--- config.mk ---
export PLATFORM = sky130hd
export DESIGN_NAME = alu_cmd_sequencer
export DESIGN_NICKNAME = d
export VERILOG_FILES = /design/src/rtl/alu_cmd_sequencer.sv
export SDC_FILE = /design/constraint.sdc
export NUM_CORES = 1
export LEC_CHECK = 0
export BUFFER_PORTS_ARGS = -buffer_cell sky130_fd_sc_hd__buf_2
export CORE_MARGIN = 2
export CORE_UTILIZATION = 62
export DETAILED_ROUTE_END_ITERATION = 8
export GPL_TIMING_DRIVEN = 0
export HOLD_SLACK_MARGIN = 0.05
export PLACE_DENSITY_LB_ADDON = 0.15
export SYNTH_ARGS = -nofsm -noshare
export SYNTH_HDL_FRONTEND = slang
export SYNTH_SLANG_ARGS = --single-unit
--- constraint.sdc ---
create_clock -name clk -period 8.51 [get_ports clk]
set_clock_uncertainty 0.05 [all_clocks]
set_input_delay 0 -clock clk [delete_from_list [all_inputs] [get_ports clk]]
set_output_delay 0 -clock clk [all_outputs]
set_load 0.05 [all_outputs]
--- src/rtl/alu_cmd_sequencer.sv ---
// Command sequencer in front of a combinational ALU: owns an 8x32 register file,
// executes load-immediate or two-operand ALU commands, and pulses a response per command.
module alu_cmd_sequencer #(
  parameter int DATA_W = 32,
  parameter int ADDR_W = 3
) (
  input  logic              clk,
  input  logic              rst_n,
  input  logic              cmd_valid,
  output logic              cmd_ready,
  input  logic              cmd_load,
  input  logic [2:0]        cmd_op,
  input  logic [ADDR_W-1:0] cmd_src_a,
  input  logic [ADDR_W-1:0] cmd_src_b,
  input  logic [ADDR_W-1:0] cmd_dst,
  input  logic [DATA_W-1:0] cmd_imm,
  output logic [DATA_W-1:0] alu_a,
  output logic [DATA_W-1:0] alu_b,
  output logic [2:0]        alu_op,
  input  logic [DATA_W-1:0] alu_result,
  output logic              rsp_valid,
  output logic [DATA_W-1:0] rsp_data,
  output logic [ADDR_W-1:0] rsp_dst,
  output logic              busy,
  input  logic [ADDR_W-1:0] rd_addr,
  output logic [DATA_W-1:0] rd_data
);

  // Handshake: a command transfers on a rising edge where cmd_valid & cmd_ready;
  // cmd_ready is high only in IDLE and nothing offered while not ready is retained.
  typedef enum logic [1:0] {
    IDLE = 2'd0,
    EXEC = 2'd1,
    RESP = 2'd2
  } state_t;

  state_t            state;
  state_t            state_next;
  logic [DATA_W-1:0] rf [2**ADDR_W];
  logic [ADDR_W-1:0] dst_q;
  logic              accept;

  assign cmd_ready = (state == IDLE);
  assign busy      = ~cmd_ready;
  assign accept    = cmd_valid & cmd_ready;
  assign rd_data   = rf[rd_addr];

  always_comb begin
    state_next = state;
    case (state)
      IDLE:    if (accept) state_next = cmd_load ? RESP : EXEC;
      EXEC:    state_next = RESP;
      RESP:    state_next = IDLE;
      default: state_next = IDLE;
    endcase
  end

  always_ff @(posedge clk) begin
    if (!rst_n) state <= IDLE;
    else        state <= state_next;
  end

  // Operands are latched at accept, so a destination aliasing a source sees the old value.
  always_ff @(posedge clk) begin
    if (!rst_n) begin
      for (int i = 0; i < 2**ADDR_W; i++) rf[i] <= '0;
      alu_a     <= '0;
      alu_b     <= '0;
      alu_op    <= '0;
      dst_q     <= '0;
      rsp_data  <= '0;
      rsp_dst   <= '0;
      rsp_valid <= 1'b0;
    end else begin
      rsp_valid <= 1'b0;
      case (state)
        IDLE: begin
          if (accept) begin
            if (cmd_load) begin
              rf[cmd_dst] <= cmd_imm;
              rsp_data    <= cmd_imm;
              rsp_dst     <= cmd_dst;
              rsp_valid   <= 1'b1;
            end else begin
              alu_a  <= rf[cmd_src_a];
              alu_b  <= rf[cmd_src_b];
              alu_op <= cmd_op;
              dst_q  <= cmd_dst;
            end
          end
        end
        EXEC: begin
          rf[dst_q] <= alu_result;
          rsp_data  <= alu_result;
          rsp_dst   <= dst_q;
          rsp_valid <= 1'b1;
        end
        default: ;
      endcase
    end
  end

endmodule

---- Word level (Yosys, flattened, before mapping) ----
Memory sizes are Yosys's and may differ from the RTL's. A register that Yosys moved wholly into a read port is not among the register bits.
Index checks and enable logic that the tools add are counted.
word-level totals
  bits in writable memories ............... 256
  memories ................................ 1
  input bits .............................. 83
  register bits after elaboration ......... 44
operators by class
  mux-type cells .......................... 25
  reductions and logical operators ........ 8
  bitwise operators ....................... 3
  eq/ne operators ......................... 3
memories
  memory  depth  bits a word  rd ports  clocked after Yosys merged registers in  write ports  RTL line  RTL
  rf      8      32           3         2                                        8            39        logic [DATA_W-1:0] rf [2**ADDR_W];
operators by type and width
  kind                                                    count
  2-to-1 mux 32 bit                                       4
  case mux 32 bit (2 select lines)                        1
  OR reduction 32 bit                                     2
  2-to-1 mux 3 bit                                        4
  2-to-1 mux 1 bit                                        11
  case mux 3 bit (2 select lines)                         1
  AND reduction 3 bit                                     2
  2-to-1 mux 2 bit                                        2
  inequality test 2 x 1 -> 1 bit (second input constant)  2
  case mux 2 bit (2 select lines)                         1
  equality test 2 x 1 -> 1 bit (second input constant)    1
  zero test 1 bit                                         2
  zero test 2 bit                                         1
  NOT 1 bit                                               2
  case mux 1 bit (2 select lines)                         1
  nonzero test 2 bit                                      1
  AND 1 bit                                               1

---- Depth between registers and ports, before layout ----
Gate-level depths: netlist (run 1).
  depth after elaboration ................. 9
  gate-level depth with buffers ........... 7
  gate-level depth less buffers ........... 4

---- Least setup slack after synthesis (run 1) ----
No wires, ideal clock.
  kind .................................... reg-to-reg
  from .................................... register state[1]
  to ...................................... memory rf[0][0], enable pin
  data arrival time ....................... 2249 ps
  setup slack ............................. 5822 ps
  setup time .............................. 389 ps
  clock period less this slack ............ 2688 ps
  stages on the path, launching flop included .. 8
  buffers on the path ..................... 3
  path through ............................ dfxtp_1 -> buf_2 -> nand3b_1 -> buf_2 -> mux2i_1 -> nand4_1 -> buf_2 -> nand2_1
RTL lines
  item                    RTL line  RTL
  from (decl)             37        state_t state;
  from (signal assigned)  60        else state <= state_next;
  to (decl)               39

==> reports/qor.txt, run 1 <==
status -> complete, no violations
Post-synth EDFFs -> 256
via/cell ratio -> 7.07
Final #Nets -> 1992
YS warnings -> 0
Pwr Density -> 201 nW/um2
CP max FO -> 19
initial antenna violation count -> 0
sequential power share -> 0.443
switching share of total power -> 0.294
Placed Cells -> 2173
WS Path Type -> flop to flop
# rows -> 64
most frequent cells in the layout -> buf_2 (282), nor2_1 (260), edfxtp_1 (256), mux2i_1 (204), mux2_2 (163)
Synth Area per Inst -> 12.3 um2
routed length per instance -> 30.0 um
leak pwr -> 9.93 nW
Die X -> 180 um
largest net degree at the start of global routing -> 22
headroom to the max-slew limit -> 0.135
Placer Congestion -> 0.931
Initial DRC Count -> 2582
core area -> 30500 um2
Non-Filler Instances -> 2335
clock power share -> 0.365
buffer count from post-CTS setup fixing -> 0
worst-path cell chain -> a21oi_1 > dlygate4sd3_1 > nor3b_2 > nand4_1 > buf_2 > nand2_2 > buf_12
CP endpoint kind -> flop
Worst setup SP type -> flop
Comb pwr share -> 0.192
required time of the critical path -> 8680 ps
Tmin final -> 3660 ps
Critical-path top delay cell -> dlygate4sd3_1
Fmax -> 0.273 GHz
DRC -> 0
CP bufs+invs -> 3
n_diodes -> 0
total congestion overflow -> 0
most common cell after layout, fill and taps aside -> buf_2
Antenna Nets Post-Route -> 0
Syn Nets -> 1639
Post-Syn Instances -> 1556
# H-tree levels -> 2
Routed WL -> 70.0 mm
DR pass1 iterations -> 6
Async SR Flop Fraction -> 0
final setup fails -> 0
Final period util -> 0.430
Clock Pin Slew Worst Setup and Hold Paths -> 60 ps
Netlist cell types -> 26
CTS tree -> done
Worst-Skew Late Latency -> 530 ps
vias in the first global route -> 16612
maximum VDD drop -> 143 uV
maximum buffer depth of the clock tree -> 3
Main synth FF type -> edfxtp_1
RSZ-0062 raised after global routing -> no
Seq cells post-synth -> 364
multi-input logic area -> 8690 um2
area grow syn2layout -> 20.4%
final hold viol count -> 0
hold slack -> 95.8 ps
layout cells sized above 1 -> 0.300
mapped cell area -> 19100 um2
CP max stage delay -> 600 ps
CP arrival -> 3830 ps
PortBufs -> 213
Slew Limit Fails -> 0
Slew @ Worst Pin -> 1260 ps
Initial Util -> 0.627
# Max-Cap Violations -> 0
Hold Path Class -> input pin to flop
clk sinks -> 364
Final HPWL DP -> 45.3 mm
Die ar. -> 32300 um2
post-route setup TNS -> 0 ps
first-pass GRT wire length -> 102 mm
sequential fraction of the synthesis area -> 0.515
clock root cell -> clkbuf_16
P_sw -> 1.36 mW
total track usage -> 0.426
CP delay by family, top -> simple AND/OR/NAND/NOR gates
DR vias -> 16514
Internal Power -> 3.26 mW
number of top-level pins -> 220
FF+latch area -> 9850 um2
Inserted Clock Buffers -> 39
fillers -> 2001
Die Y -> 180 um
==> sequential cells by signal (all words and copies together) (netlist names) <==
register and cells:
alu_op 3, state 2, alu_a 32, rsp_valid 1, dst_q 3, rsp_data 32
rsp_dst 3, alu_b 32, rf 256
==> path summary, 6_finish.rpt <==
kind / cells past startpoint / slack, ps / endpoint / startpoint
max: 7 / 4850 / rf[1][21]$_SDFFCE_PN0P_ / state[0]$_SDFFE_PN0P_
min: 3 / 100 / rf[7][0]$_SDFFCE_PN0P_ / cmd_imm[0]
max reg2reg: 7 / 4850 / rf[1][21]$_SDFFCE_PN0P_ / state[0]$_SDFFE_PN0P_
min reg2reg: 1 / 450 / rsp_data[15]$_SDFFE_PN0P_ / rsp_data[15]$_SDFFE_PN0P_
==> worst reg2reg max path, stage by stage, from the launching register on <==
cell and delay [ps]:
dfxtp_1 450, a21oi_1 90, dlygate4sd3_1 600, nor3b_2 440
nand4_1 580, buf_2 430, nand2_2 430, buf_12 280
==> per-layer routing <==
metal / vias to the layer above / track usage / wire length, um
met1: 7925 / 0.544 / 23900
met4: 0 / 0.227 / 4210
met2: 1578 / 0.666 / 31700
met3: 344 / 0.115 / 10200
li1: 6667 / - / -
met5: - / 0 / 0
==> synth_stat cells (23+ instances only) <==
cell      number  area share
o211a_1       35       0.018
nand2_1       45      0.0088
nor2_1       260       0.051
a221o_1       41       0.021
mux2i_1      204        0.11
mux4_2        64       0.075
o22ai_1       41       0.013
a21oi_1       65       0.017
buf_2         69       0.018
o21ai_0       64       0.017
dfxtp_1      108        0.11
mux2_2       163       0.096
a22oi_1       23      0.0090
clkbuf_1      69       0.014
edfxtp_1     256        0.40
o221ai_1      23       0.011
==> cell type report <==
class / count / area share
Buffer: 139 / 0.0264
Timing Repair Buffer: 312 / 0.0928
Tap cell: 396 / 0.0215
Sequential cell: 364 / 0.428
Multi-Input combinational cell: 1052 / 0.377
Inverter: 1 / 0.000163
Clock inverter: 9 / 0.00293
Clock buffer: 62 / 0.0511
==> timing repair <==
| item | 4_1_cts | 5_1_grt |
|---|---|---|
| gates resized for setup | 0 | 0 |
| hold buffers | 91 | 0 |
| endpoints found under the hold margin | 173 | 0 |
==> power groups by stage <==
stage / Sequential, mW / Clock, mW / Combinational (mW)
floorplan: 2.20 / 0 / 0.429
global placement: 2.08 / 0 / 0.794
detailed placement: 2.08 / 0 / 0.816
CTS: 2.04 / 1.67 / 0.855
global route: 2.06 / 1.74 / 0.909
finish: 2.05 / 1.69 / 0.886
==> cells by family after synthesis <==
kind of cell | count (synthesis) | synth area share
buffers and inverters | 140 | 0.0320
DFF | 364 | 0.515
muxes | 431 | 0.278
and+or+nand+nor | 329 | 0.0686
AOI/OAI and AO/OA | 292 | 0.106
==> stage by stage <==
| step | area, um2 | power [mW] | worst slack (ps) | utilization |
|---|---|---|---|---|
| floorplan | 19100 | 2.63 | 5820 | - |
| global placement | 20700 | 2.87 | 4550 | 0.678 |
| detailed placement | 20900 | 2.89 | 5310 | 0.684 |
| CTS | 23000 | 4.56 | 4960 | 0.755 |
| global route | 23000 | 4.70 | 4830 | 0.755 |
| finish | 23000 | 4.62 | 4850 | 0.755 |
Power figures use the tool's default switching activity.
==> inputs of run 2 (changes only) <==
--- a/config.mk
+++ b/config.mk
@@ -7,7 +7,7 @@
 export LEC_CHECK = 0
 export BUFFER_PORTS_ARGS = -buffer_cell sky130_fd_sc_hd__buf_2
 export CORE_MARGIN = 2
-export CORE_UTILIZATION = 62
+export CORE_UTILIZATION = 53
 export DETAILED_ROUTE_END_ITERATION = 8
 export GPL_TIMING_DRIVEN = 0
 export HOLD_SLACK_MARGIN = 0.05
==> constraint.sdc (replaced) <==
create_clock -name clk -period 2.98 [get_ports clk]
set_clock_uncertainty 0.05 [all_clocks]
set_input_delay 0 -clock clk [delete_from_list [all_inputs] [get_ports clk]]
set_output_delay 0 -clock clk [all_outputs]
set_load 0.05 [all_outputs]
==> reports/qor.txt, run 2 (synthesized netlist as in run 1, its figures left out) <==
status -> complete, no violations
Routed WL -> 71.2 mm
Worst setup SP type -> flop
Final Util -> 0.654
sequential power share -> 0.438
switching share of total power -> 0.295
Worst setup endpoint -> alu_b[0]$_SDFFE_PN0P_
Fmax -> 0.346 GHz
core area -> 35600 um2
Comb pwr share -> 0.190
largest net degree at the start of global routing -> 24
# Max-Cap Violations -> 0
Placed Cells -> 2238
Initial DRC Count -> 2260
hold slack -> 64.1 ps
WS Path Type -> flop to flop
Placer Congestion -> 0.903
Non-Filler Instances -> 2414
Tmin final -> 2890 ps
P_sw -> 3.94 mW
clk sinks -> 364
Final period util -> 0.969
Place WS -> -233 ps
Antenna Nets Post-Route -> 0
most frequent cells in the layout -> buf_2 (281), nor2_1 (260), edfxtp_1 (256), mux2i_1 (204), mux2_2 (163)
Hold Path Class -> input pin to flop
first-pass GRT wire length -> 102 mm
Inserted Clock Buffers -> 40
final setup fails -> 0
via/cell ratio -> 6.64
Internal Power -> 9.42 mW
clock power share -> 0.372
fillers -> 2757
headroom to the max-slew limit -> 0.113
most common cell after layout, fill and taps aside -> buf_2
capturing point of the worst reg2reg path -> alu_b[0]$_SDFFE_PN0P_
CTS tree -> done
Final HPWL DP -> 47.1 mm
layout cells sized above 1 -> 0.303
Die Y -> 194 um
post-route setup TNS -> 0 ps
Final #Nets -> 2001
clock root cell -> clkbuf_16
Die ar. -> 37600 um2
R2R setup slack -> 90 ps
DRC -> 0
Die X -> 194 um
maximum VDD drop -> 431 uV
Cell Area, Placed -> 21000 um2
Slew @ Worst Pin -> 1330 ps
Worst Setup SP -> state[1]$_SDFFE_PN0P_
Worst-Skew Late Latency -> 550 ps
CP endpoint kind -> flop
# rows -> 69
# H-tree levels -> 2
final hold viol count -> 0
PortBufs -> 213
initial antenna violation count -> 2
CP arrival -> 3250 ps
Biggest register -> rf
max reg flops -> 256
total congestion overflow -> 0
area grow syn2layout -> 21.7%
number of top-level pins -> 220
CP max FO -> 10
total track usage -> 0.370
leak pwr -> 10.0 nW
Pwr Density -> 574 nW/um2
Initial Util -> 0.538
vias in the first global route -> 16003
hold wc startpoint -> cmd_imm[6]
DR pass1 iterations -> 7
worst setup margin -> 93.7 ps
Slew Limit Fails -> 0
Clock Pin Slew Worst Setup and Hold Paths -> 60 ps
RSZ-0062 raised after global routing -> no
Finished Cell Area -> 23300 um2
required time of the critical path -> 3340 ps
DR vias -> 16036
Reg2Reg Depth -> 5
reg2reg start -> state[1]$_SDFFE_PN0P_
total power -> 13.4 mW
maximum buffer depth of the clock tree -> 3
routed length per instance -> 29.5 um
-- run 2: changes by cell type in the layout (fill, tap and decap cells not counted), moves of 2 or more --
cell,change
clkinv_2,-3
diode_2,+3
clkbuf_8,+2
clkbuf_1,-3
clkinv_1,+3
nand2_2,-7
buf_4,+7
nand2_4,+7
inv_6,+3
-- run 2: final cells by class --
cell class	instances	area (um2)	share of cell area
plain buffers	139	611	0.0262
well taps	461	577	0.0248
repair buffers	320	2210	0.0948
diodes	3	7.51	0.000323
clock buffers	60	1170	0.0502
flip-flops and latches	364	9850	0.423
multi-input cells	1052	8720	0.375
clock inverters	14	128	0.00548
inverters	1	3.75	0.000161
-- run 2: metal layers --
layer,share of wire,global-route usage,routed length (um),vias up
met5,0,0,0,-
met4,0.051,0.178,3640,0
met3,0.13,0.111,9490,261
met2,0.45,0.572,31800,1237
met1,0.37,0.478,26300,7830
li1,-,-,-,6708
-- run 2: how the worst min path moves through the flow --
stage / to / depth (start not counted)
6_report: rf[4][6]$_SDFFCE_PN0P_ / 3
5_1_grt: rf[5][31]$_SDFFCE_PN0P_ / 3
4_1_cts: rf[3][31]$_SDFFCE_PN0P_ / 3
3_5_place_dp: alu_op[0]$_SDFFE_PN0P_ / 3
3_3_place_gp: alu_op[1]$_SDFFE_PN0P_ / 3
2_1_floorplan: alu_op[2]$_SDFFE_PN0P_ / 2
-- run 2: power groups by stage --
| stage | Sequential [mW] | Combinational (mW) | Clock [mW] |
|---|---|---|---|
| floorplan | 6.28 | 1.22 | 0 |
| global placement | 5.93 | 2.30 | 0 |
| finish | 5.85 | 2.53 | 4.97 |
| global route | 5.87 | 2.62 | 5.14 |
| CTS | 5.84 | 2.47 | 4.95 |
| detailed placement | 5.94 | 2.36 | 0 |
-- run 2: timing repair --
action,in CTS,in global routing
hold buffers,92,0
endpoints found under the setup margin,174,42
setup buffers,7,0
resized for setup,4,4
hold endpoints to repair,185,0
pin swaps,6,0
gates cloned,0,0
-- run 2: worst max-delay path, stage by stage, from the launching register on --
cell and delay, ps:
dfxtp_1 300, buf_2 150, nor4b_2 1120, clkbuf_1 600, buf_2 410, a21oi_1 120
==> inputs of run 3 (changes only) <==
--- a/config.mk
+++ b/config.mk
@@ -7,10 +7,11 @@
 export LEC_CHECK = 0
 export BUFFER_PORTS_ARGS = -buffer_cell sky130_fd_sc_hd__buf_2
 export CORE_MARGIN = 2
-export CORE_UTILIZATION = 53
+export CORE_UTILIZATION = 62
 export DETAILED_ROUTE_END_ITERATION = 8
 export GPL_TIMING_DRIVEN = 0
 export HOLD_SLACK_MARGIN = 0.05
+export MAX_ROUTING_LAYER = met4
 export PLACE_DENSITY_LB_ADDON = 0.15
 export SYNTH_ARGS = -nofsm -noshare
 export SYNTH_HDL_FRONTEND = slang
==> constraint.sdc (replaced) <==
create_clock -name clk -period 3.7 [get_ports clk]
set_clock_uncertainty 0.05 [all_clocks]
set_input_delay 0 -clock clk [delete_from_list [all_inputs] [get_ports clk]]
set_output_delay 0 -clock clk [all_outputs]
set_load 0.05 [all_outputs]
==> reports/qor.txt, run 3 (synthesized netlist as in run 1, its figures left out) <==
CP endpoint kind -> flop
status -> complete, no violations
CP max FO -> 19
max reg flops -> 256
DR vias -> 16397
CTS tree -> done
final hold viol count -> 0
core area -> 30500 um2
initial antenna violation count -> 1
sequential power share -> 0.437
Final HPWL DP -> 45.4 mm
required time of the critical path -> 3880 ps
vias in the first global route -> 16261
Tmin final -> 3580 ps
maximum buffer depth of the clock tree -> 3
total track usage -> 0.435
Worst-Skew Late Latency -> 550 ps
multi-input logic area -> 8690 um2
total power -> 10.8 mW
# rows -> 64
FF+latch area -> 9850 um2
buffer count from post-CTS setup fixing -> 0
Clock Pin Slew Worst Setup and Hold Paths -> 60 ps
Placed Cells -> 2173
P_sw -> 3.17 mW
Pwr Density -> 467 nW/um2
leak pwr -> 9.97 nW
DRC -> 0
routed length per instance -> 30.0 um
Internal Power -> 7.61 mW
number of top-level pins -> 220
via/cell ratio -> 7.01
Initial Util -> 0.627
Initial DRC Count -> 2360
hold slack -> 96.5 ps
Slew @ Worst Pin -> 1310 ps
Inserted Clock Buffers -> 40
clk sinks -> 364
WS Path Type -> flop to flop
Non-Filler Instances -> 2339
Die X -> 180 um
Final period util -> 0.968
Die ar. -> 32300 um2
Routed WL -> 70.1 mm
headroom to the max-slew limit -> 0.101
clock root cell -> clkbuf_16
first-pass GRT wire length -> 101 mm
Antenna Nets Post-Route -> 0
switching share of total power -> 0.294
most common cell after layout, fill and taps aside -> buf_2
PortBufs -> 213
total congestion overflow -> 0
Worst setup SP type -> flop
Final Util -> 0.757
Slew Limit Fails -> 0
most frequent cells in the layout -> buf_2 (282), nor2_1 (260), edfxtp_1 (256), mux2i_1 (204), mux2_2 (163)
DR pass1 iterations -> 7
Fmax -> 0.279 GHz
Biggest register -> rf
Die Y -> 180 um
Comb pwr share -> 0.189
maximum VDD drop -> 349 uV
largest net degree at the start of global routing -> 22
Final #Nets -> 1994
# H-tree levels -> 2
Hold Path Class -> input pin to flop
# Max-Cap Violations -> 0
area grow syn2layout -> 20.7%
fillers -> 1952
layout cells sized above 1 -> 0.301
CP arrival -> 3760 ps
final setup fails -> 0
clock power share -> 0.375
Placer Congestion -> 0.948
RSZ-0062 raised after global routing -> no
-- run 3: repair_timing --
action | in CTS | in global routing
hold endpoints to repair | 169 | 0
hold buffers | 92 | 0
setup endpoints to repair | 0 | 0
gates resized for setup | 0 | 0
-- run 3: critical path: stages (launching register included) --
cell and delay, ps:
dfxtp_1 410, a21oi_1 80, dlygate4sd3_1 600, nor3b_2 410, nand4_1 560, buf_2 430
nand2_2 440, buf_12 280
-- run 3: layout make-up --
class                   instances  area share
flip-flops and latches        364       0.427
clock buffers                  57      0.0496
diodes                          2    0.000217
repair buffers                313      0.0930
multi-input cells            1052       0.376
plain buffers                 139      0.0263
clock inverters                15     0.00629
inverters                       1    0.000163
well taps                     396      0.0215
-- run 3: worst paths after layout --
check                                         startpoint  slack [ps]  cells past startpoint                       end
worst max-delay path               state[0]$_SDFFE_PN0P_         120                      7   rf[1][18]$_SDFFCE_PN0P_
worst min-delay path                       alu_result[6]         100                      3    rf[7][6]$_SDFFCE_PN0P_
worst max register to register     state[0]$_SDFFE_PN0P_         120                      7   rf[1][18]$_SDFFCE_PN0P_
worst min register to register  rsp_data[4]$_SDFFE_PN0P_         450                      1  rsp_data[4]$_SDFFE_PN0P_
-- run 3: power by group through the flow --
stage	registers [mW]	logic, mW	clock network [mW]
floorplan	5.06	0.986	0
global placement	4.78	1.83	0
detailed placement	4.78	1.87	0
CTS	4.70	1.97	3.98
global route	4.73	2.09	4.14
finish	4.71	2.04	4.04
-- run 3: through the flow --
step / worst slack, ps / area, um2 / setup TNS (ps)
2_1_floorplan: 1010 / 19100 / 0
3_5_place_dp: 502 / 20900 / 0
6_report: 117 / 23100 / 0
4_1_cts: 221 / 23100 / 0
3_3_place_gp: -292 / 20700 / -50220
5_1_grt: 36.2 / 23100 / 0
-- run 3: per-layer routing --
| metal | vias to the layer above | wire length (um) | GRT usage | part of all wire |
|---|---|---|---|---|
| met5 | - | 0 | - | 0 |
| met4 | 0 | 4250 | 0.227 | 0.061 |
| met3 | 358 | 9910 | 0.121 | 0.14 |
| met2 | 1489 | 31700 | 0.660 | 0.45 |
| met1 | 7882 | 24300 | 0.536 | 0.35 |
| li1 | 6668 | - | - | - |
